<file path="config.mk">
export PLATFORM = sky130hd
export DESIGN_NAME = inst_queue
export DESIGN_NICKNAME = d
export VERILOG_FILES = /design/src/rtl/inst_queue.sv
export SDC_FILE = /design/constraint.sdc
export NUM_CORES = 2
export LEC_CHECK = 0
export BUFFER_PORTS_ARGS = -buffer_cell sky130_fd_sc_hd__buf_2
export CAP_MARGIN = 20
export CELL_PAD_IN_SITES_DETAIL_PLACEMENT = 0
export CELL_PAD_IN_SITES_GLOBAL_PLACEMENT = 2
export CORE_ASPECT_RATIO = 0.6
export CORE_UTILIZATION = 40
export CTS_BUF_LIST = sky130_fd_sc_hd__clkbuf_4
export DETAILED_ROUTE_END_ITERATION = 10
export PLACE_DENSITY_LB_ADDON = 0.1
export SETUP_SLACK_MARGIN = 0.5
export SLEW_MARGIN = 20
export SYNTH_ARGS = -nofsm -noshare
export SYNTH_HDL_FRONTEND = slang
export SYNTH_SLANG_ARGS = --single-unit
</file>
<file path="constraint.sdc">
create_clock -name clk -period 7.53 [get_ports clk]
set_input_delay 1.506 -clock clk [delete_from_list [all_inputs] [get_ports clk]]
set_output_delay 1.506 -clock clk [all_outputs]
set_load 0.02 [all_outputs]
</file>
<file path="src/rtl/inst_queue.sv">
// inst_queue: two-in / two-out circular instruction buffer between IF and ID.
// Holds PC, instruction, exception and prediction metadata per entry and
// empties itself on exception or branch flush.
module inst_queue #(
  parameter int DEPTH  = 8,
  parameter int PC_W   = 32,
  parameter int INST_W = 32,
  parameter int EXC_W  = 20,
  parameter int PRED_W = 36
) (
  input  logic              clk,
  input  logic              rst,
  input  logic              excep_flush_i,
  input  logic              branch_flush_i,
  input  logic              in_valid1_i,
  input  logic              in_valid2_i,
  input  logic [PC_W-1:0]   in_pc1_i,
  input  logic [PC_W-1:0]   in_pc2_i,
  input  logic [INST_W-1:0] in_inst1_i,
  input  logic [INST_W-1:0] in_inst2_i,
  input  logic              in_exc_en1_i,
  input  logic              in_exc_en2_i,
  input  logic [EXC_W-1:0]  in_exc_type1_i,
  input  logic [EXC_W-1:0]  in_exc_type2_i,
  input  logic [PRED_W-1:0] in_pred1_i,
  input  logic [PRED_W-1:0] in_pred2_i,
  output logic              allowin_o,
  output logic              out_valid1_o,
  output logic              out_valid2_o,
  output logic [PC_W-1:0]   out_pc1_o,
  output logic [PC_W-1:0]   out_pc2_o,
  output logic [INST_W-1:0] out_inst1_o,
  output logic [INST_W-1:0] out_inst2_o,
  output logic              out_exc_en1_o,
  output logic              out_exc_en2_o,
  output logic [EXC_W-1:0]  out_exc_type1_o,
  output logic [EXC_W-1:0]  out_exc_type2_o,
  output logic [PRED_W-1:0] out_pred1_o,
  output logic [PRED_W-1:0] out_pred2_o,
  input  logic              pop1_i,
  input  logic              pop2_i
);

  localparam int PtrW = $clog2(DEPTH);
  localparam int CntW = PtrW + 1;
  localparam int EntW = PC_W + INST_W + 1 + EXC_W + PRED_W;

  // Each entry is packed as {pc, inst, exc_en, exc_type, pred}
  logic [EntW-1:0] entryMem [DEPTH];

  logic [PtrW-1:0] rdPtr_q, rdPtr_d;
  logic [PtrW-1:0] wrPtr_q, wrPtr_d;
  logic [CntW-1:0] count_q, count_d;

  logic [PtrW-1:0] rdPtrPlus1;
  logic [PtrW-1:0] wrPtrPlus1;
  logic            flush;
  logic            push1, push2;
  logic            pop1, pop2;
  logic [1:0]      pushN, popN;

  assign flush      = excep_flush_i | branch_flush_i;
  assign rdPtrPlus1 = rdPtr_q + PtrW'(1);
  assign wrPtrPlus1 = wrPtr_q + PtrW'(1);

  // Two free slots are always required, so a two-line push can never overflow
  assign allowin_o = (count_q <= CntW'(DEPTH - 2));

  assign push1 = in_valid1_i & allowin_o & ~flush;
  assign push2 = push1 & in_valid2_i;
  assign pushN = {1'b0, push1} + {1'b0, push2};

  // Presentation reads straight from storage; an excepting head issues alone
  assign {out_pc1_o, out_inst1_o, out_exc_en1_o, out_exc_type1_o, out_pred1_o} = entryMem[rdPtr_q];
  assign {out_pc2_o, out_inst2_o, out_exc_en2_o, out_exc_type2_o, out_pred2_o} = entryMem[rdPtrPlus1];

  assign out_valid1_o = (count_q != '0);
  assign out_valid2_o = (count_q >= CntW'(2)) & ~out_exc_en1_o;

  assign pop1 = pop1_i & out_valid1_o;
  assign pop2 = pop1_i & pop2_i & out_valid2_o;
  assign popN = {1'b0, pop1} + {1'b0, pop2};

  // Next-state pointers and occupancy; a flush discards same-cycle pushes and pops
  always_comb begin
    rdPtr_d = rdPtr_q + PtrW'(popN);
    wrPtr_d = wrPtr_q + PtrW'(pushN);
    count_d = count_q + CntW'(pushN) - CntW'(popN);
    if (flush) begin
      rdPtr_d = '0;
      wrPtr_d = '0;
      count_d = '0;
    end
  end

  // Pointer and occupancy registers, cleared immediately by reset
  always_ff @(posedge clk or posedge rst) begin
    if (rst) begin
      rdPtr_q <= '0;
      wrPtr_q <= '0;
      count_q <= '0;
    end else begin
      rdPtr_q <= rdPtr_d;
      wrPtr_q <= wrPtr_d;
      count_q <= count_d;
    end
  end

  // Entry storage: line1 at wrPtr, line2 at wrPtr+1; contents are never reset
  always_ff @(posedge clk) begin
    if (push1) begin
      entryMem[wrPtr_q] <= {in_pc1_i, in_inst1_i, in_exc_en1_i, in_exc_type1_i, in_pred1_i};
    end
    if (push2) begin
      entryMem[wrPtrPlus1] <= {in_pc2_i, in_inst2_i, in_exc_en2_i, in_exc_type2_i, in_pred2_i};
    end
  end

endmodule

</file>
# Word level (Yosys, flattened, before mapping)
# Memory sizes are Yosys's and may differ from the RTL's.
# Index checks and enable logic that the tools add are counted.
# op_classes
muxes	7
n_bitwise	10
n_reduce_logical	1
add_sub_neg	8
n_lt_le_gt_ge	2
# op_table
op	count
$and 1x1->1	7
$add 3x1->3 const B	2
$add 3x2->3	2
$mux 3	2
$add 1x1->2	2
$add 4x2->4	1
$ge 4x2->1 const B	1
$le 4x3->1 const B	1
$mux 1	4
$mux 4	1
$reduce_bool 4->1	1
$sub 4x2->4	1
$not 1->1	2
$or 1x1->1	1
# word_totals
memories	1
out_inout_bits	245
regBits	10
word_cells	32
input_bits	250
mem_bits_rw	968
# memory_table
name	words	word_bits	rd	rd_clocked_by_memory_dff	write_ports	line	text
entryMem	8	121	2	0	2	49	logic [EntW-1:0] entryMem [DEPTH];

# Logic depth before layout (Yosys ltp)
# logic_depth
ltp_word	8
ltp_mapped	14
depth_no_buf	13

# Least setup slack after synthesis
# OpenSTA, ideal clock, no wires.
# synth_path
kind	in2reg
start	in in_valid2_i
end	mem entryMem[1][0] (netlist bit) (enable)
setup_ns	0.602
cell_stages	4
slack_ns	-0.222
t_arrival_ns	7.150
path_cell_list	nand2b_1 > o32a_1 > o32a_1 > nor2_1
# synth_rtl
element	line	text
start: declaration	16	input logic in_valid2_i,
end: declaration	49	

# Final worst setup path
# layout_path
start	reg rdPtr_q[1]
end	out out_pred1_o[35]
# layout_via
elab_chain_len	1
# layout_lines
element	line	text
start: declaration	51	logic [PtrW-1:0] rdPtr_q, rdPtr_d;
start signal: assignment	103	rdPtr_q <= rdPtr_d;
$mem_v2 8x121	n/a	
end: declaration	38	output logic [PRED_W-1:0] out_pred1_o,
# Every way passes these cells.

==> impl_metrics.json <==
{
  "io_buffers": 494,
  "timing.fmax_mhz": 157,
  "avgSynthCellArea_sq_um": 18.6,
  "critPathTopFamily": "buffers and inverters",
  "cts_tree": "yes",
  "grt_use_met1_pct": 31.4,
  "ant_nets": 0,
  "dieArea_sq_um": 142000,
  "placed_area_sq_um": 60300,
  "hold_buffers": 0,
  "grt_overflow": 0,
  "die_width_um": 486,
  "cp-start-kind": "flop",
  "path_buf_inv": 3,
  "worst_ep_arrival_time_ns": 4.86,
  "maxSlewViolCount": 0,
  "antenna_found_initial": 47,
  "post_cts_resized": 0,
  "synthCells": 3027,
  "ys_warn_count": 0,
  "end_kind": "output port",
  "dp_hpwl_um": 99900,
  "p_per_area_nw_per_um2": 218,
  "via_count": 33453,
  "pre_cts_ws_ns": 2.26,
  "drive_above_1_share_pct": 70.3,
  "wl_um": 179000,
  "wl_per_cell_um": 31.8,
  "grt_pass1_vias": 36427,
  "setup_violations": 0,
  "peakVddDrop_v": 0.000166,
  "clock_tree.root_cell": "clkbuf_4",
  "leakage_nw": 20.5,
  "drc": 0,
  "grt_pass1_wl_um": 256000,
  "final_cells": 5618,
  "worst_clock_skew_ns": 0.0504,
  "num_io_pins": 495,
  "layout_min_cycle_time_ns": 6.37,
  "numCtsBuffers": 275,
  "critPathMaxFanout": 41,
  "min_period_over_period_pct": 84.6,
  "finalHoldViolCount": 0,
  "grt_busiest_layer": "met2",
  "gp_congestion": 0.779,
  "coreArea_sq_um": 139000,
  "cpMaxStageDelayCell": "dfrtp_4",
  "synth_nets": 3292,
  "cts_num_sinks": 978,
  "ys_seq_area_share_pct": 52.2,
  "met2_usage_pct": 42.5,
  "fill_cells": 12154,
  "slowest_delay_ns": 0.92,
  "layout.nets": 3878,
  "slew_headroom_pct": 27.9,
  "cp_common_cell": "buf_4",
  "drtIter0Drc": 2469,
  "crit_required_ns": 6.02,
  "vias_per_cell": 5.95,
  "min_path_type": "in2async",
  "initial_core_util_pct": 40.3,
  "fp.dieH_um": 292,
  "r2r_setup_slack_ns": 2.61,
  "netlist_area_sq_um": 56200,
  "path_class": "reg2out",
  "clk_latency_ns": 1.27,
  "area_delta_synth_final_pct": 13.0,
  "ys_types": 40,
  "rows": 106,
  "dp_cells": 5172,
  "finalPower_mw": 13.8,
  "clk_pin_slew_ns": 0.07,
  "gr-usage-met3_pct": 4.68,
  "rsz0062_at_grt": "no",
  "tightest_slew_ns": 1.08,
  "htree_num_levels": 5,
  "grt_max_degree": 147,
  "cts_setup_buffers": 0,
  "synth_seq_cells": 978,
  "cts_max_path_buffers": 4,
  "layout_setup_ws_ns": 1.16,
  "first_pass_iters": 5,
  "outcome": "completed",
  "crit_chain": "buf_4 -> buf_4 -> mux4_2 -> mux2_2 -> buf_2",
  "fin_area_sq_um": 63400,
  "maxCapViolCount": 0,
  "grt_use_total_pct": 25.0
}
[cells in the final DEF (no fill, tap or decap), types with 2 or more instances in the layout]
| cell | Yosys | layout |
|---|---|---|
| nand3b_1 | 2 | 2 |
| diode_2 | 0 | 25 |
| inv_1 | 15 | 15 |
| mux2_1 | 30 | 30 |
| nor2_1 | 18 | 10 |
| nor2_4 | 0 | 8 |
| o32a_1 | 3 | 3 |
| inv_2 | 0 | 3 |
| nand3_4 | 0 | 2 |
| buf_4 | 9 | 40 |
| nand4b_1 | 2 | 2 |
| clkinv_2 | 0 | 7 |
| clkinv_1 | 0 | 24 |
| nand2_1 | 4 | 4 |
| nor3_1 | 3 | 3 |
| edfxtp_1 | 968 | 968 |
| mux2_2 | 1183 | 1183 |
| mux4_2 | 483 | 483 |
| fa_1 | 4 | 4 |
| ha_1 | 11 | 10 |
| and3_1 | 3 | 2 |
| o22a_1 | 4 | 4 |
| buf_12 | 0 | 23 |
| xnor2_1 | 3 | 3 |
| xor2_1 | 3 | 2 |
| dfrtp_1 | 10 | 7 |
| and2_1 | 5 | 5 |
| clkbuf_4 | 0 | 386 |
| a21oi_1 | 4 | 4 |
| nand3_1 | 4 | 2 |
| a2bb2oi_1 | 2 | 2 |
| dfrtp_4 | 0 | 3 |
| and4_4 | 0 | 3 |
| buf_2 | 101 | 494 |
[stage by stage]
| step | TNS (ns) | utilization, % | hold slack [ns] |
|---|---|---|---|
| global route | 0 | 45.5 | 0.223 |
| finish | 0 | 45.5 | 0.275 |
| CTS | 0 | 45.5 | 0.113 |
| floorplan | -155.59 | - | 0.587 |
| detailed placement | 0 | 43.3 | 0.666 |
| global placement | 0 | 43.3 | 0.618 |
[cell type report]
| cell class | count | area, sq um | share of cell area (%) |
|---|---|---|---|
| sequential | 978 | 29300 | 46.2 |
| multi-input combinational | 1785 | 25400 | 40.0 |
| timing repair buffer | 558 | 3260 | 5.14 |
| clock buffer | 386 | 2900 | 4.57 |
| tap | 1836 | 2300 | 3.62 |
| clock inverter | 35 | 166 | 0.262 |
| antenna | 25 | 62.6 | 0.0986 |
| inverter | 15 | 56.3 | 0.0888 |
[path summary, 6_finish.rpt]
check,startpoint,to,depth (start not counted)
worst max-delay path,rdPtr_q[1],out_pred1_o[35],5
worst min-delay path,rst,count_q[0],2
worst max register to register,rdPtr_q[1],count_q[3],13
worst min register to register,count_q[0],count_q[0],2
max in group asynchronous,rst,rdPtr_q[2],2
min in group clk,in_pred2_i[16],entryMem[2][16],2
[synthesized netlist by cell type (all sizes together)]
library cell	count	area, sq um
clkbuf	62	233
o32ai	1	8.76
buf	187	1320
nor4b	1	8.76
nor3b	1	7.51
nand4b	2	17.5
mux2	1213	13700
xnor2	3	26.3
and3	3	18.8
dfrtp	10	250
nand2b	1	6.26
and4	3	26.3
nor3	4	25.0
nor2	18	67.6
o22a	4	35.0
nand4	1	6.26
a21oi	4	20.0
nand3b	2	15.0
a2bb2oi	2	17.5
and2	5	31.3
nand2	4	15.0
o32a	3	30.0
mux2i	1	10.0
inv	15	56.3
fa	4	80.1
ha	11	138
nand3	4	20.0
a21o	1	7.51
mux4	483	10900
edfxtp	968	29100
or2	2	12.5
xor2	4	42.6
[state kept, by name, summed over array words and instances (netlist names)]
name,flops
rdPtr_q,3
entryMem,968
count_q,4
wrPtr_q,3
[power breakdown]
| group | leakage [nW] | switching (mW) | internal [mW] |
|---|---|---|---|
| Combinational | 9.77 | 1.64 | 1.41 |
| Clock | 1.87 | 2.30 | 2.36 |
| Sequential | 8.86 | 0.0420 | 6.06 |
| Total | 20.5 | 3.98 | 9.83 |
[per-layer routing]
| layer | part of all wire, % | routed length (um) | vias up |
|---|---|---|---|
| met5 | 0.082 | 146 | - |
| met4 | 3.3 | 5930 | 22 |
| met3 | 5.5 | 9830 | 350 |
| met2 | 50 | 89700 | 1121 |
| met1 | 41 | 72900 | 17874 |
| li1 | - | - | 14086 |
[cell families after synthesis]
family,synth area share [%]
multiplexers,43.7
adder cells (fa/ha/maj),0.388
AO/OA/AOI/OAI,0.212
AND/OR/NAND/NOR,0.495
buffers and inverters,2.86
XOR/XNOR,0.123
flip-flops,52.2
No activity file was read; power rests on OpenSTA's default activity.
